File: config.mk
export PLATFORM = sky130hd
export DESIGN_NAME = uart_rx
export DESIGN_NICKNAME = d
export VERILOG_FILES = /design/src/rtl/uart_pkg.sv /design/src/rtl/uart_rx_sync2.sv /design/src/rtl/uart_rx.sv
export SDC_FILE = /design/constraint.sdc
export NUM_CORES = 1
export LEC_CHECK = 0
export CAP_MARGIN = 30
export CORE_ASPECT_RATIO = 1.5
export CORE_UTILIZATION = 60
export DETAILED_ROUTE_END_ITERATION = 7
export GPL_TIMING_DRIVEN = 0
export PLACE_DENSITY = 0.83
export SYNTH_ARGS = -nofsm -noshare
export SYNTH_HDL_FRONTEND = slang
export SYNTH_SLANG_ARGS = --single-unit
File: constraint.sdc
create_clock -name clk -period 3.59 [get_ports clk]
set_clock_uncertainty 0.05 [all_clocks]
set_input_delay 0.718 -clock clk [delete_from_list [all_inputs] [get_ports clk]]
set_output_delay 0.718 -clock clk [all_outputs]
set_load 0.1 [all_outputs]
File: src/rtl/uart_pkg.sv
// Shared UART definitions: FSM state encoding and default bit timing.
// Reused by uart_rx today and a future uart_tx.
package uart_pkg;

  localparam int UART_CLKS_PER_BIT = 868;

  localparam logic [2:0] ST_IDLE   = 3'd0;
  localparam logic [2:0] ST_START  = 3'd1;
  localparam logic [2:0] ST_DATA   = 3'd2;
  localparam logic [2:0] ST_PARITY = 3'd3;
  localparam logic [2:0] ST_STOP   = 3'd4;
  localparam logic [2:0] ST_BREAK  = 3'd5;

  typedef enum logic [2:0] {
    IDLE   = ST_IDLE,
    START  = ST_START,
    DATA   = ST_DATA,
    PARITY = ST_PARITY,
    STOP   = ST_STOP,
    BREAK  = ST_BREAK
  } uart_state_t;

endpackage

File: src/rtl/uart_rx_sync2.sv
// Two-flop synchronizer for a single asynchronous input.
// Both flops reset to RESET_VAL so the output starts in a known idle level.
module sync2 #(
  parameter logic RESET_VAL = 1'b1
) (
  input  logic clk,
  input  logic nRst,
  input  logic d,
  output logic q
);

  logic meta;

  always_ff @(posedge clk or negedge nRst) begin
    if (!nRst) begin
      meta <= RESET_VAL;
      q    <= RESET_VAL;
    end else begin
      meta <= d;
      q    <= meta;
    end
  end

endmodule

File: src/rtl/uart_rx.sv
// 8N1 UART receiver: one-cycle `out` strobe per good byte, `err` strobe per bad frame.
// Define UART_RX_PARITY_EN to expect one even-parity bit between bit 7 and the stop bit.
module uart_rx
  import uart_pkg::*;
#(
  parameter int CLKS_PER_BIT = UART_CLKS_PER_BIT
) (
  input  logic       clk,
  input  logic       nRst,
  input  logic       rx,
  output logic [7:0] data_out,
  output logic       out,
  output logic       err,
  output logic       busy
);

  localparam int HALF  = CLKS_PER_BIT / 2;
  localparam int CNT_W = $clog2(CLKS_PER_BIT);
  localparam logic [CNT_W-1:0] HALF_LAST = CNT_W'(HALF - 1);
  localparam logic [CNT_W-1:0] BIT_LAST  = CNT_W'(CLKS_PER_BIT - 1);

  logic             rx_s;
  uart_state_t      state, state_n;
  logic [CNT_W-1:0] cnt, cnt_n;
  logic [2:0]       bit_idx, bit_idx_n;
  logic [7:0]       shift, shift_n;
  logic [7:0]       data_n;
  logic             out_n, err_n;
`ifdef UART_RX_PARITY_EN
  logic             par_bad, par_bad_n;
`endif

  sync2 #(.RESET_VAL(1'b1)) u_sync (
    .clk  (clk),
    .nRst (nRst),
    .d    (rx),
    .q    (rx_s)
  );

  assign busy = (state != IDLE);

  always_ff @(posedge clk or negedge nRst) begin
    if (!nRst) begin
      state    <= IDLE;
      cnt      <= '0;
      bit_idx  <= '0;
      shift    <= '0;
      data_out <= 8'h00;
      out      <= 1'b0;
      err      <= 1'b0;
`ifdef UART_RX_PARITY_EN
      par_bad  <= 1'b0;
`endif
    end else begin
      state    <= state_n;
      cnt      <= cnt_n;
      bit_idx  <= bit_idx_n;
      shift    <= shift_n;
      data_out <= data_n;
      out      <= out_n;
      err      <= err_n;
`ifdef UART_RX_PARITY_EN
      par_bad  <= par_bad_n;
`endif
    end
  end

  always_comb begin
    state_n   = state;
    cnt_n     = cnt + 1'b1;
    bit_idx_n = bit_idx;
    shift_n   = shift;
    data_n    = data_out;
    out_n     = 1'b0;
    err_n     = 1'b0;
`ifdef UART_RX_PARITY_EN
    par_bad_n = par_bad;
`endif

    case (state)
      IDLE: begin
        cnt_n = '0;
        if (!rx_s) state_n = START;
      end

      // Re-check the start bit mid-bit so short glitches are rejected.
      START: begin
        if (cnt == HALF_LAST) begin
          cnt_n = '0;
          if (!rx_s) begin
            state_n   = DATA;
            bit_idx_n = 3'd0;
          end else begin
            state_n = IDLE;
          end
        end
      end

      DATA: begin
        if (cnt == BIT_LAST) begin
          cnt_n     = '0;
          shift_n   = {rx_s, shift[7:1]};
          bit_idx_n = bit_idx + 3'd1;
          if (bit_idx == 3'd7) begin
`ifdef UART_RX_PARITY_EN
            state_n = PARITY;
`else
            state_n = STOP;
`endif
          end
        end
      end

`ifdef UART_RX_PARITY_EN
      PARITY: begin
        if (cnt == BIT_LAST) begin
          cnt_n     = '0;
          par_bad_n = (^shift) ^ rx_s;
          state_n   = STOP;
        end
      end
`endif

      STOP: begin
        if (cnt == BIT_LAST) begin
          cnt_n = '0;
          if (rx_s) begin
            state_n = IDLE;
`ifdef UART_RX_PARITY_EN
            if (par_bad) begin
              err_n = 1'b1;
            end else begin
              out_n  = 1'b1;
              data_n = shift;
            end
`else
            out_n  = 1'b1;
            data_n = shift;
`endif
          end else begin
            err_n   = 1'b1;
            state_n = BREAK;
          end
        end
      end

      // Hold off until the line releases so a stuck-low line is not a new start bit.
      BREAK: begin
        cnt_n = '0;
        if (rx_s) state_n = IDLE;
      end

      default: begin
        cnt_n   = '0;
        state_n = IDLE;
      end
    endcase
  end

endmodule

# --- Yosys cells after proc, flatten, opt, wreduce, memory -nomap -nowiden ---
# Index checks and enable logic that the tools add are counted.
op_classes:
  reduce_logical: 8
  add_sub_neg: 2
  muxes: 22
  n_eq_ne: 14
op_table:
  columns: ["cell", "count"]
  rows:
  - ["$mux W3", 10]
  - ["$mux W10", 2]
  - ["$pmux W10 S2", 1]
  - ["$pmux W3 S5", 1]
  - ["$ne A2 B2 Y1 const B", 6]
  - ["$add A10 B1 Y10 const B", 1]
  - ["$eq A10 B10 Y1 const B", 1]
  - ["$eq A10 B9 Y1 const B", 1]
  - ["$eq A3 B3 Y1 const B", 3]
  - ["$mux W1", 6]
  - ["$pmux W3 S2", 1]
  - ["$reduce_and A6 Y1", 1]
  - ["$reduce_and A4 Y1", 1]
  - ["$add A3 B1 Y3 const B", 1]
  - ["$eq A3 B1 Y1 const B", 1]
  - ["$eq A3 B2 Y1 const B", 1]
  - ["$logic_not A3 Y1", 1]
  - ["$reduce_and A3 Y1", 1]
  - ["$reduce_bool A3 Y1", 1]
  - ["$mux W2", 1]
  - ["$ne A2 B1 Y1 const B", 1]
  - ["$reduce_and A2 Y1", 1]
  - ["$reduce_bool A2 Y1", 1]
  - ["$reduce_or A2 Y1", 1]
totals:
  elab_cells: 55
  output_inout_bits: 11
  input_bits: 3
  regBits: 36

# --- Depth between registers and ports, before layout ---
depth:
  ltp_word: 4
  mapped_depth: 6
  depth_no_buf: 6

# --- Hierarchy ---
# Synthesis repeated with hierarchy kept, for this count alone.
unflattened:
  cells_unflattened: 133
  area_unflattened_um2: 1631.6
modules_own_cells:
  columns: ["module", "n_inst", "cells_each", "seq_area_each_um2", "area_per_inst_um2"]
  rows:
  - ["uart_rx", 1, 131, 850.8, 1579.0]
  - ["sync2", 1, 2, 52.6, 52.6]

# --- Least setup slack after synthesis ---
# Ideal clock, no wire load.
synth_timing:
  path_kind: "register to output"
  startpoint: "reg state[2]"
  endpoint: "out busy"
  path_buffers: 1
  path_slack_ps: 1461
  required_time_ps: 2822
  stages_incl_launch_ff: 3
  t_arrival_ps: 1361
  cell_sequence: "dfrtp_1 clkbuf_1 or3_1"
synth_between:
  elab_chain_len: 1
synth_lines:
  columns: ["item", "line", "source"]
  rows:
  - ["from (decl)", "uart_rx.sv:23", "uart_state_t state, state_n;"]
  - ["from (signal assigned)", "uart_rx.sv:55", "state <= state_n;"]
  - ["$reduce_bool A3 Y1", "uart_rx.sv:40", "assign busy = (state != IDLE);"]
  - ["to (decl)", "uart_rx.sv:14", "output logic busy"]
# No other way between the ends.

# --- Final worst setup path ---
# Same ends and word-level chain as after synthesis.

==> reports/results.ini <==
[clock_tree]
path_clk_slew_ns=0.09
cts_sinks=36
cts_made_buffers=5
holdBufCountCts=0
cts_resized=0
clock_path_buffers=2
cts_tree=yes
clock_latency_ns=0.33
root_buffer=clkbuf_4
cts_setup_buffers=0
htree_levels=2

[routing]
avgViaCountPerCell=5.58
vias=1060
drt_iter0_markers=23
dr.pass1.iters=4
wl_per_cell_um=13.7
drc=0
drt_wl_total_um=2610
ant_nets=0

[place]
placed_cells=183
portBuffers=13
hpwl_um=1960
globalplace.congestion=0.744

[logic_synthesis]
postSynthCellCount=134
yosys_warnings=0
avgSynthCellArea_um2=12.2
synth_cell_type_count=35
synthMuxAreaShare_pct=13.0
synth_area_um2=1630
yosys.area_share.simple_pct=17.2
synth_compound_area_share_pct=5.15
synth_adder_area_share_pct=3.07
synth_xor_area_share_pct=4.30
synth_nets=141
yosysSeqAreaShare_pct=55.5
synth_seq_cells=36
synth_top_family_by_area=simple AND/OR/NAND/NOR gates

[timing]
max-slew-margin-rel_pct=34.4
fmaxAchievable_ghz=0.320
finalSetupViolations=0
worst_pin_slew_ns=0.981
tns_ns=0
fin_crit_sh_pct=87.0
rsz0062_at_grt=no
drv_slew=0
period_minus_slack_ns=3.12
hold_violations=0

[cells_and_area]
drive_above_1_share_pct=14.3
ff_latch_area_um2=903
layoutNonFillerInstCount=190
final_nets=161
nFillCells=174
final_util_pct=74.4
multi_input_area_um2=696
area_growth_syn_to_layout_pct=14.4
antenna-diode-count=0

[global_route]
antenna_found_initial=0
grt_pass1_vias=1136
grt-ovfl-total=0
grt_usage_pct=22.7
grt_pass1_wl_um=4660
grt_max_degree=37

[setup_path]
critical-path-top-delay-family=buffers and inverters
crit_type=reg -> out
cpPeakStageDelay_ns=1.14
crit_slowest_cell=clkdlybuf4s50_1
path_cells=clkbuf_1 -> or3_1 -> clkdlybuf4s50_1
start_kind=flip-flop
worst_r2r_path_depth=5
required_ns=2.82
cp.buffers_inverters=2
cp.depth=3
r2r_setup_slack_ns=1.48
critPathArrivalTime_ns=2.35
crit_fanout=10
end_kind=output port

[status]
status=finished clean

[flow_run]
max-cap-violations=0

[hold_path]
hold_depth=0
hold_path.class=reg -> reg

[floorplanning]
core-area_um2=2500
die_w_um=44.5
fp-row-count=22
dieArea_um2=2930
ios=14
initial_core_util_pct=65.0
die_h_um=65.8

[power_and_ir_drop]
ir_drop_v=0.000364
powerDensity_nw_per_um2=346
p_leak_nw=0.852

[worst register-to-register path, cell delays in order (launching register included)]
cell,delay (ns)
dfrtp_1,0.44
ha_1,0.26
nor2b_1,0.24
nand3_1,0.21
nor2_2,0.42
mux2_2,0.39
[cells by family (layout without fill, tap and decap cells)]
family,after synthesis,count (layout)
AO/OA/AOI/OAI,9,9
XOR/XNOR,8,8
adder cells (fa/ha/maj),4,4
buffers and inverters,8,28
flip-flops,36,36
multiplexers,19,19
AND/OR/NAND/NOR,50,50
[metrics by stage]
stage / instance area, um2 / setup slack (ns) / power (W) / hold slack, ns
CTS: 1860 / 0.428 / 0.000659 / 0.312
floorplan: 1630 / 1.46 / 0.000417 / 0.295
detailed placement: 1800 / 0.809 / 0.000427 / 0.298
global route: 1860 / 0.357 / 0.000674 / 0.320
finish: 1860 / 0.467 / 0.000646 / 0.310
global placement: 1800 / 0.881 / 0.000427 / 0.297
[where the power goes]
part	internal [W]	total, W	leakage, nW	switching [W]
Sequential	0.000407	0.000407	0.481	0.000000253
Combinational	0.00000172	0.0000108	0.334	0.00000908
Clock	0.000111	0.000227	0.0374	0.000116
[cells in the mapped netlist]
cell       n  share of area (%)
xor2_1     3                1.6
dfstp_2    2                3.2
mux2i_1    2                1.2
o221ai_1   1               0.54
nor4bb_1   1               0.61
nand3_1    7                2.2
nor3_1     3               0.92
inv_2      1               0.23
inv_1      4               0.92
mux2_2     5                3.5
a21oi_1    2               0.61
nand4_1    3                1.2
or4b_4     1               0.84
nand2b_1   2               0.77
ha_1       4                3.1
or3_1      1               0.38
o21ai_4    1                1.0
o21ai_0    1               0.31
o41ai_1    1               0.54
a21o_1     1               0.46
nand4_4    1                1.3
o221a_1    1               0.69
dfrtp_1   34                 52
xnor2_1    5                2.7
mux2_1    12                8.3
and3_1     2               0.77
a32oi_2    1                1.0
nand2_1    6                1.4
and4b_1    1               0.61
nor3b_2    1               0.77
clkbuf_1   3               0.69
nor2b_1    2               0.77
nor3b_1    1               0.46
nor2_1    17                3.9
nor2_2     1               0.38
[registers in the layout (all words and copies together), names as in the netlist]
name         cells
cnt             10
data_out         8
shift            8
bit_idx          3
state            3
err              1
out              1
u_sync.meta      1
u_sync.q         1
[worst paths after layout]
check	startpoint	endpoint
worst max-delay path	state[2]	busy
worst min-delay path	u_sync.meta	u_sync.q
worst max register to register	cnt[0]	shift[6]
worst min register to register	u_sync.meta	u_sync.q
max in group asynchronous	nRst	shift[0]
min in group asynchronous	nRst	data_out[4]
[per-layer routing]
layer | vias to the layer above | routed length [um] | share of wire, % | track usage (%)
met3 | 6 | 79 | 3.0 | 6.56
li1 | 510 | - | - | -
met4 | 0 | 65 | 2.5 | 10.2
met1 | 526 | 982 | 38 | 20.9
met2 | 18 | 1480 | 57 | 43.2
met5 | - | 0 | 0 | 0
[final cells by class]
type / count / share of cell area [%]
Clock buffer: 7 / 3.49
Timing Repair Buffer: 13 / 6.71
Sequential cell: 36 / 48.5
Multi-Input combinational cell: 90 / 37.3
Tap cell: 36 / 2.42
Buffer: 3 / 0.604
Inverter: 5 / 1.01
[placed cells by master (no fill, tap or decap), types with 2 or more instances in the layout]
| cell type | Yosys | final |
|---|---|---|
| mux2_1 | 12 | 12 |
| nand3_1 | 7 | 7 |
| and3_1 | 2 | 2 |
| clkbuf_4 | 0 | 5 |
| nand4_1 | 3 | 3 |
| nor2_1 | 17 | 17 |
| clkdlybuf4s50_1 | 0 | 12 |
| xnor2_1 | 5 | 5 |
| a21oi_1 | 2 | 2 |
| mux2i_1 | 2 | 2 |
| nand2b_1 | 2 | 2 |
| clkbuf_8 | 0 | 2 |
| nor2b_1 | 2 | 2 |
| ha_1 | 4 | 4 |
| xor2_1 | 3 | 3 |
| nand2_1 | 6 | 6 |
| nor3_1 | 3 | 3 |
| dfrtp_1 | 34 | 34 |
| clkbuf_1 | 3 | 3 |
| inv_1 | 4 | 4 |
| mux2_2 | 5 | 5 |
| dfstp_2 | 2 | 2 |
No activity file was read; power rests on OpenSTA's default activity.
